==> config.mk <==
export PLATFORM = sky130hd
export DESIGN_NAME = pwm_duty_ramp_ctrl
export DESIGN_NICKNAME = d
export VERILOG_FILES = /design/src/rtl/pwm_duty_ramp_ctrl.sv
export SDC_FILE = /design/constraint.sdc
export NUM_CORES = 1
export LEC_CHECK = 0
export BUFFER_PORTS_ARGS = -buffer_cell sky130_fd_sc_hd__clkbuf_2
export CORE_AREA = 2 2 85 87
export DETAILED_ROUTE_END_ITERATION = 12
export DIE_AREA = 0 0 87 89
export GPL_TIMING_DRIVEN = 1
export PLACE_DENSITY_LB_ADDON = 0.08
export SYNTH_ARGS = -nofsm -noshare
export SYNTH_HDL_FRONTEND = slang
export SYNTH_SLANG_ARGS = --single-unit
==> constraint.sdc <==
create_clock -name clk -period 4.63 [get_ports clk]
set_input_delay 0.2315 -clock clk [delete_from_list [all_inputs] [get_ports clk]]
set_output_delay 0.2315 -clock clk [all_outputs]
set_load 0.01 [all_outputs]
==> src/rtl/pwm_duty_ramp_ctrl.sv <==
// Duty-cycle ramp sequencer feeding a free-running PWM counter; steps only on period boundaries.
// Optional abort input and logic enabled with `define PWM_RAMP_ABORT_EN.
module pwm_duty_ramp_ctrl #(
  parameter int RESOLUTION = 8,
  parameter int HOLD_W     = 8
) (
  input  logic                  clk,
  input  logic                  reset_n,
`ifdef PWM_RAMP_ABORT_EN
  input  logic                  abort,
`endif
  input  logic                  period_done,
  input  logic                  cmd_valid,
  output logic                  cmd_ready,
  input  logic [RESOLUTION-1:0] cmd_target,
  input  logic [RESOLUTION-1:0] cmd_step,
  input  logic [HOLD_W-1:0]     cmd_hold,
  output logic [RESOLUTION-1:0] dutyval,
  output logic                  busy,
  output logic                  ramp_done,
  output logic                  dbg_state
);

  typedef enum logic {IDLE = 1'b0, RAMP = 1'b1} state_t;

  state_t                state;
  logic [RESOLUTION-1:0] target_q;
  logic [RESOLUTION-1:0] step_q;
  logic [HOLD_W-1:0]     hold_q;
  logic [HOLD_W-1:0]     period_cnt;

  logic                  going_up;
  logic [RESOLUTION:0]   distance;
  logic [RESOLUTION-1:0] next_duty;

  // Handshake: a command transfers on the rising edge where cmd_valid && cmd_ready;
  // cmd_ready is high only in IDLE, and cmd_valid seen in RAMP simply waits.
  assign cmd_ready = (state == IDLE);
  assign busy      = (state == RAMP);
  assign dbg_state = state;

  // Distance computed one bit wider so neither direction can wrap or overshoot.
  always_comb begin
    going_up  = (target_q > dutyval);
    distance  = going_up ? ({1'b0, target_q} - {1'b0, dutyval})
                         : ({1'b0, dutyval} - {1'b0, target_q});
    next_duty = target_q;
    if (distance > {1'b0, step_q}) begin
      next_duty = going_up ? (dutyval + step_q) : (dutyval - step_q);
    end
  end

  always_ff @(posedge clk or negedge reset_n) begin
    if (!reset_n) begin
      state      <= IDLE;
      dutyval    <= '0;
      target_q   <= '0;
      step_q     <= '0;
      hold_q     <= '0;
      period_cnt <= '0;
      ramp_done  <= 1'b0;
    end else begin
      ramp_done <= 1'b0;
      case (state)
        IDLE: begin
          if (cmd_valid) begin
            target_q   <= cmd_target;
            step_q     <= (cmd_step == '0) ? RESOLUTION'(1) : cmd_step;
            hold_q     <= cmd_hold;
            period_cnt <= '0;
            if (cmd_target != dutyval) begin
              state <= RAMP;
            end else begin
              ramp_done <= 1'b1;
            end
          end
        end
        RAMP: begin
`ifdef PWM_RAMP_ABORT_EN
          if (abort) begin
            state      <= IDLE;
            period_cnt <= '0;
          end else
`endif
          if (period_done) begin
            if (period_cnt == hold_q) begin
              period_cnt <= '0;
              dutyval    <= next_duty;
              if (next_duty == target_q) begin
                state     <= IDLE;
                ramp_done <= 1'b1;
              end
            end else begin
              period_cnt <= period_cnt + 1'b1;
            end
          end
        end
        default: state <= IDLE;
      endcase
    end
  end

endmodule
## Yosys cells after proc, flatten, opt, wreduce, memory -nomap -nowiden

Cells that the tools add are included.

| word-level totals | value |
|---|---|
| register bits | 42 |
| input bits | 28 |
| output and inout port bits | 12 |
| logic and storage cells | 44 |

| cells by class | value |
|---|---|
| add/sub/neg operators | 5 |
| $lt $le $gt $ge | 2 |
| eq/ne operators | 5 |
| muxes and demuxes | 20 |
| bitwise gates (word level) | 1 |
| reduce and logical (&&, ||, !) cells | 4 |

Operators by type and width:

| cell | number |
|---|---|
| $mux 8 | 6 |
| $sub 8x8->9 | 2 |
| $eq 8x8->1 | 2 |
| $pmux 8 s2 | 1 |
| $mux 1 | 10 |
| $gt 9x8->1 | 1 |
| $mux 9 | 1 |
| $add 8x1->8 const B | 1 |
| $add 8x8->8 | 1 |
| $gt 8x8->1 | 1 |
| $logic_not 8->1 | 1 |
| $ne 8x8->1 | 1 |
| $sub 8x8->8 | 1 |
| $ne 2x2->1 const B | 2 |
| $pmux 1 s2 | 2 |
| $reduce_and 2->1 | 2 |
| $reduce_and 3->1 | 1 |
| $not 1->1 | 1 |

## Logic depth before layout (Yosys ltp)

Gate-level depths: netlist of the first run.

| depth | value |
|---|---|
| depth after elaboration | 9 |
| depth in mapped cells | 20 |
| depth with buffers taken out | 18 |

## Worst setup path after synthesis of the first run

No wires, ideal clock.

| path | value |
|---|---|
| path type | reg-to-reg |
| start point | register dutyval[3] |
| end point | register state, in the netlist busy |
| setup time | 0.129 ns |
| data arrival time | 4.365 ns |
| required time | 4.501 ns |
| path slack | 0.136 ns |
| stages on the path, launching flop included | 19 |
| buffers on the path | 2 |
| period minus slack after synthesis | 4.494 ns |
| cell sequence | dfrtp_1 > inv_1 > ha_1 > buf_4 > a21oi_1 > nor2_1 > o311ai_2 > o2bb2ai_4 > clkbuf_1 > mux2_2 > fa_1 > nand2b_1 > a21oi_2 > mux2_2 > a2111oi_0 > nand4_1 > nor3_1 > mux2_4 > a211oi_1 |

| on the way | value |
|---|---|
| cells in the longest elaborated chain, start to end | 9 |
| elaborated cells between the ends (all ways) | 17 |
| classes of those cells | 4 x add/sub; 2 x order compare; 2 x eq/ne; 9 x mux |

Ends and longest elaborated chain:

| item | RTL line | text |
|---|---|---|
| start, declared | 18 | `output logic [RESOLUTION-1:0] dutyval,` |
| start signal, assigned | 88 | `dutyval <= next_duty;` |
| $sub 8x8->9 (tied with other cells) | 46 | `: ({1'b0, dutyval} - {1'b0, target_q});` |
| $mux 9 | 45 | `distance = going_up ? ({1'b0, target_q} - {1'b0, dutyval})` |
| $gt 9x8->1 | 48 | `if (distance > {1'b0, step_q}) begin` |
| $mux 8 | 48 |  |
| $eq 8x8->1 | 89 | `if (next_duty == target_q) begin` |
| $mux 1 | 89 |  |
| $mux 1 | 86 | `if (period_cnt == hold_q) begin` |
| $mux 1 | 85 | `if (period_done) begin` |
| $pmux 1 s2 (*) | 64 | `case (state)` |
| end signal, assigned | 72 | `state <= RAMP;` |
| end signal, assigned | 90 | `state <= IDLE;` |
| end signal, assigned | 98 | `default: state <= IDLE;` |
| end, declared | 26 | `state_t state;` |

Mark *: on every way between the ends. The rest lies on a longest branch, timed or not.
A chain may end at the register's enable or synchronous reset.

## Worst setup path in the final report of the first run

Ends and elaborated chain as after synthesis.

==> out/results.txt, run 1 <==
status -> finished, final reports clean
Crit Path Category -> reg -> reg
Synth top area share -> 0.293
Finished Core Util -> 0.601
antenna violations before repair -> 0
final hold vios -> 0
n_diodes -> 0
post-route clock skew -> 0.00420 ns
CTS H-tree depth -> 2
Initial Util -> 0.534
area added between synthesis and finish -> 12.4%
Clock Root Buffer -> clkbuf_8
Mapped Cells -> 411
DR vias -> 3016
crit-path max cell delay -> 0.42 ns
post-DP HPWL -> 6.87 mm
RSZ-0062 raised after global routing -> false
Final Net Count -> 517
Worst slew margin -> 0.260
synth top area cells -> dfrtp_1 (29%), ha_1 (12%), xnor2_1 (6.6%)
global route overflow -> 0
Residual DRC -> 0
CP required -> 4.81 ns
Rows -> 30
leading area contributor after synthesis -> dfrtp_1
Syn Nets -> 475
EDFF count, synth -> 0
CTS clk-pin slew, worst paths -> 0.09 ns
total clock sinks -> 42
cell mode on critical path -> mux2_2
CP Max Fanout -> 9
drt via density -> 5.65
YS warnings -> 0
first drt pass iteration count -> 4
Mean Syn Cell Area -> 8.73 um^2
Yosys cell types -> 54
Skew-Pair Late Insertion Delay -> 0.30 ns
Arr. time, crit path -> 4.54 ns
Seq cells post-synth -> 42
CP Launch Type -> flop
Die ar. -> 0.00774 mm^2
Worst Tran Pin Value -> 1.11 ns
Top-Level Pins -> 40
Die Ht -> 89 um
Peak Freq -> 0.229 GHz
wire per inst -> 16.6 um
Worst setup EP type -> flop
Pins Over Slew Limit -> 0
Core ar. -> 0.00672 mm^2
Most used DFF post-synth -> dfrtp_1
sequential area share after synthesis -> 0.293
drt total wl -> 8.86 mm
FFs w/ async S/R, synth -> 1.00
DR iter-0 viols -> 116
final period utilization -> 0.943
final worst path period need -> 4.37 ns
DIE WIDTH -> 87 um
Setup TNS -> 0 ns
total track usage -> 0.244
Worst Hold Class -> in -> async
CTS tree -> yes
Synth Cell Area -> 0.00359 mm^2
first-pass GRT wire length -> 14.6 mm
RD Place Congestion -> 0.946
Crit-path slowest cell -> dfrtp_2
MaxCap Viol Count -> 0
number of global-route vias before repair -> 2924
largest net degree at the start of global routing -> 43
Final Setup Violations -> 0
CTS Buffer Depth -> 2
layout cell share with drive strength beyond 1 -> 0.185
cells along the critical path -> inv_1, ha_1, a21oi_1, nor2_1, o311ai_2, o2bb2ai_4, mux2_2, fa_1, nand2b_1, a21oi_4, mux2_2, a2111oi_1, nand4_1, nor3_1, mux2_4, a211oi_1
post-detailed-route count of antenna-violating nets -> 0
Buffers on Ports -> 39
Num CTS Buffers -> 5
## cell families after synthesis
group | synth area share
xor+xnor | 0.101
buf+inv | 0.0607
fa+ha+maj | 0.132
flops | 0.293
mux | 0.0750
compound gates | 0.184
simple gates | 0.154
## synthesized netlist by cell type, types with 2 or more instances
master	instances
nor2b_1	5
a211oi_1	5
o21ai_0	37
nand4_1	5
a21o_1	5
mux2_2	11
a31oi_1	3
clkbuf_1	13
o21a_1	5
or3_1	3
o31ai_1	2
nand2_1	34
xor2_1	12
nand2b_1	5
and3_1	2
xnor2_1	27
o211ai_1	2
inv_1	39
a21oi_1	16
ha_1	33
dfrtp_1	42
mux2i_1	13
buf_4	3
o311ai_0	2
nor2_1	26
o221ai_1	2
o41ai_1	2
a21boi_0	2
nand3_1	12
nor3_1	10
a21oi_2	3
nor4_1	6
fa_1	3
## layout make-up
type                    count  area (um^2)
well taps                  80          100
clock inverters             2         37.5
fillers                   608         2680
clock buffers               6         72.6
inverters                  39          146
flip-flops and latches     42         1050
multi-input cells         314         2340
repair buffers             51          289
## stage by stage
step	hold WS (ns)	cell area (um^2)	instances	worst slack, ns
3_3_place_gp	0.447	3900	525	0.323
5_1_grt	0.156	4040	534	0.00307
3_5_place_dp	0.465	3900	525	0.148
6_report	0.127	4040	534	0.263
2_1_floorplan	-0.0641	3590	411	0.136
4_1_cts	0.140	4010	533	0.122
## sequential cells by signal, summed over array words and instances (netlist names)
name and flops:
dutyval 8, hold_q 8, period_cnt 8, step_q 8, target_q 8, busy 1
ramp_done 1
## routing by layer
metal / vias up / global-route usage / routed length [um]
met4: 0 / 0.0653 / 148
met5: - / 0 / 0
met1: 1443 / 0.324 / 4110
li1: 1516 / - / -
met3: 10 / 0.0332 / 284
met2: 47 / 0.418 / 4320
## cell usage in the layout, fill, tap and decap left out, drive strengths merged, types with 3 or more instances in the layout
cell type | synthesis | final
inv | 39 | 39
a21oi | 20 | 20
xor2 | 12 | 12
nand2b | 5 | 5
nand2 | 34 | 34
ha | 33 | 33
nor2b | 5 | 5
nand3 | 13 | 13
o21a | 5 | 5
a211oi | 5 | 5
nand4 | 5 | 5
mux2 | 12 | 12
mux2i | 13 | 13
fa | 3 | 3
o21ai | 38 | 38
or3 | 3 | 3
nor2 | 27 | 27
nor4 | 6 | 6
dfrtp | 42 | 42
buf | 3 | 12
clkbuf | 13 | 45
o311ai | 3 | 3
a21o | 5 | 5
nor3 | 10 | 10
xnor2 | 27 | 27
a31oi | 3 | 3
## worst paths after layout
kind                                        start                      to  slack [ns]  cells past startpoint
setup / recovery           dutyval[3]$_DFFE_PN0P_          busy$_DFF_PN0_        0.26                     16
hold / removal                            reset_n   hold_q[4]$_DFFE_PN0P_        0.13                      1
setup reg to reg           dutyval[3]$_DFFE_PN0P_          busy$_DFF_PN0_        0.26                     16
hold reg to reg             hold_q[6]$_DFFE_PN0P_   hold_q[6]$_DFFE_PN0P_        0.53                      1
max in group asynchronous                 reset_n  dutyval[3]$_DFFE_PN0P_        3.75                      1
min in group clk                      cmd_step[7]   step_q[7]$_DFFE_PN0P_        0.14                      3
## worst max-delay path: cells and delay by family, from the launching register on
family / cells / cell delay, ns
AOI/OAI and AO/OA: 6 / 1.33
and+or+nand+nor: 4 / 0.63
buffers and inverters: 1 / 0.06
adders and majority gates: 2 / 0.81
DFF: 1 / 0.42
muxes: 3 / 0.99
## repair_timing
action | in CTS | in global routing
buffers inserted | 0 | 1
endpoints found under the setup margin | 0 | 7
hold buffers | 0 | 0
gates resized for setup | 0 | 6
Power of run 1 is not shown: default switching activity piles up to over one toggle a cycle in this logic, so the estimate is an artifact.
==> run 2, diff against run 1 <==
--- a/config.mk
+++ b/config.mk
@@ -6,9 +6,9 @@
 export NUM_CORES = 1
 export LEC_CHECK = 0
 export BUFFER_PORTS_ARGS = -buffer_cell sky130_fd_sc_hd__clkbuf_2
-export CORE_AREA = 2 2 85 87
+export CORE_AREA = 5 5 88 90
 export DETAILED_ROUTE_END_ITERATION = 12
-export DIE_AREA = 0 0 87 89
+export DIE_AREA = 0 0 93 95
 export GPL_TIMING_DRIVEN = 1
 export PLACE_DENSITY_LB_ADDON = 0.08
 export SYNTH_ARGS = -nofsm -noshare
==> out/results.txt, run 2 (same netlist as run 1, synthesis figures left out) <==
Initial Util -> 0.514
global route overflow -> 0
Peak Freq -> 0.229 GHz
Top-Level Pins -> 40
CTS clk-pin slew, worst paths -> 0.09 ns
drt total wl -> 8.99 mm
Setup TNS -> 0 ns
Critical R2R Launch -> target_q[6]$_DFFE_PN0P_
failing checks -> hold timing
Buffers on Ports -> 39
CP Max Fanout -> 12
antenna violations before repair -> 0
cell mode on critical path -> mux2_2
final worst path period need -> 4.36 ns
Buf/Inv on CP -> 0
# hold bufs at CTS -> 0
n_diodes -> 0
commonest non-fill, non-tap cell in the layout -> dfrtp_1
first-pass GRT wire length -> 14.8 mm
setup bufs post-CTS -> 0
Residual DRC -> 0
Worst Tran Pin Value -> 0.801 ns
DR iter-0 viols -> 195
Core ar. -> 0.00698 mm^2
CTS H-tree depth -> 2
post-DP HPWL -> 7.08 mm
cells along the critical path -> ha_1, and2_1, nand3_1, o2bb2ai_4, mux2_2, fa_1, nand2b_1, a21oi_2, mux2_2, a2111oi_0, nand4_1, nor3_1, mux2_4, a211oi_1
Final Net Count -> 516
first drt pass iteration count -> 5
crit-path max cell delay -> 0.50 ns
Die Ht -> 95 um
post-detailed-route count of antenna-violating nets -> 0
Clock Root Buffer -> clkbuf_8
final hold vios -> 7
Pins Over Slew Limit -> 0
number of global-route vias before repair -> 2994
Finished Core Util -> 0.576
RSZ-0062 raised after global routing -> false
DP Worst Slack -> 0.124 ns
RD Place Congestion -> 0.949
Arr. time, crit path -> 4.54 ns
Worst Hold Class -> in -> async
DIE WIDTH -> 93 um
total clock sinks -> 42
total track usage -> 0.215
Top Family by Delay on Critical Path -> multiplexers
Rows -> 31
layout cell share with drive strength beyond 1 -> 0.183
CP Launch Type -> flop
drt via density -> 5.73
Die ar. -> 0.00884 mm^2
most frequent cells in the layout -> dfrtp_1 (41), inv_1 (39), clkbuf_2 (39), o21ai_0 (37), nand2_1 (34)
CP required -> 4.81 ns
wire per inst -> 16.8 um
Skew-Pair Late Insertion Delay -> 0.30 ns
Crit Path Category -> reg -> reg
Worst slew margin -> 0.463
area added between synthesis and finish -> 12.1%
post-route clock skew -> 0.00546 ns
Final Setup Violations -> 0
largest net degree at the start of global routing -> 43
final period utilization -> 0.942
CTS Buffer Depth -> 2
Worst setup EP type -> flop
CTS tree -> yes
status -> finished, violations left
CP startpoint -> target_q[6]$_DFFE_PN0P_
DR vias -> 3065
setup ws final -> 0.270 ns
Hold Slack -> -0.0101 ns
Crit-path slowest cell -> dfrtp_1
MaxCap Viol Count -> 0
Num CTS Buffers -> 5
reg2reg setup slack -> 0.27 ns
==> run 2: metrics by stage <==
stage	hold slack, ns	cells	instance area (um^2)
floorplan	-0.0641	411	3590
finish	-0.0101	535	4020
global placement	0.349	527	3900
CTS	0.00815	535	4010
detailed placement	0.337	527	3900
global route	0.0347	535	4020
==> run 2: final timing paths <==
kind / end / cells after the start
worst min register to register: hold_q[0]$_DFFE_PN0P_ / 1
worst min-delay path: hold_q[1]$_DFFE_PN0P_ / 2
worst max register to register: busy$_DFF_PN0_ / 14
worst max-delay path: busy$_DFF_PN0_ / 14
min in group clk: step_q[6]$_DFFE_PN0P_ / 3
max in group asynchronous: dutyval[1]$_DFFE_PN0P_ / 2
==> run 2: layer usage <==
metal  global-route usage  wire length, um
met5                    0                0
met4               0.0476              120
met3               0.0335              340
met2                0.356             4280
met1                0.296             4250
==> run 2: layout make-up <==
cell class                      count  area (um^2)
Multi-Input combinational cell    314         2330
Fill cell                         655         2960
Inverter                           39          146
Clock buffer                        5         68.8
Sequential cell                    42         1050
Timing Repair Buffer               50          278
Tap cell                           82          103
Clock inverter                      3         43.8
==> run 2: timing repair <==
action | 4_1_cts | 5_1_grt
hold endpoints to repair | 0 | 0
gates resized for setup | 0 | 2
endpoints found under the setup margin | 0 | 8
==> run 2: worst reg2reg max path: stages, from the launching register on <==
cell and delay, ns:
dfrtp_1 0.50, ha_1 0.46, and2_1 0.21, nand3_1 0.18
o2bb2ai_4 0.37, mux2_2 0.42, fa_1 0.43, nand2b_1 0.19
a21oi_2 0.16, mux2_2 0.35, a2111oi_0 0.36, nand4_1 0.20
nor3_1 0.17, mux2_4 0.20, a211oi_1 0.04
Power of run 2 is left out for the same reason.
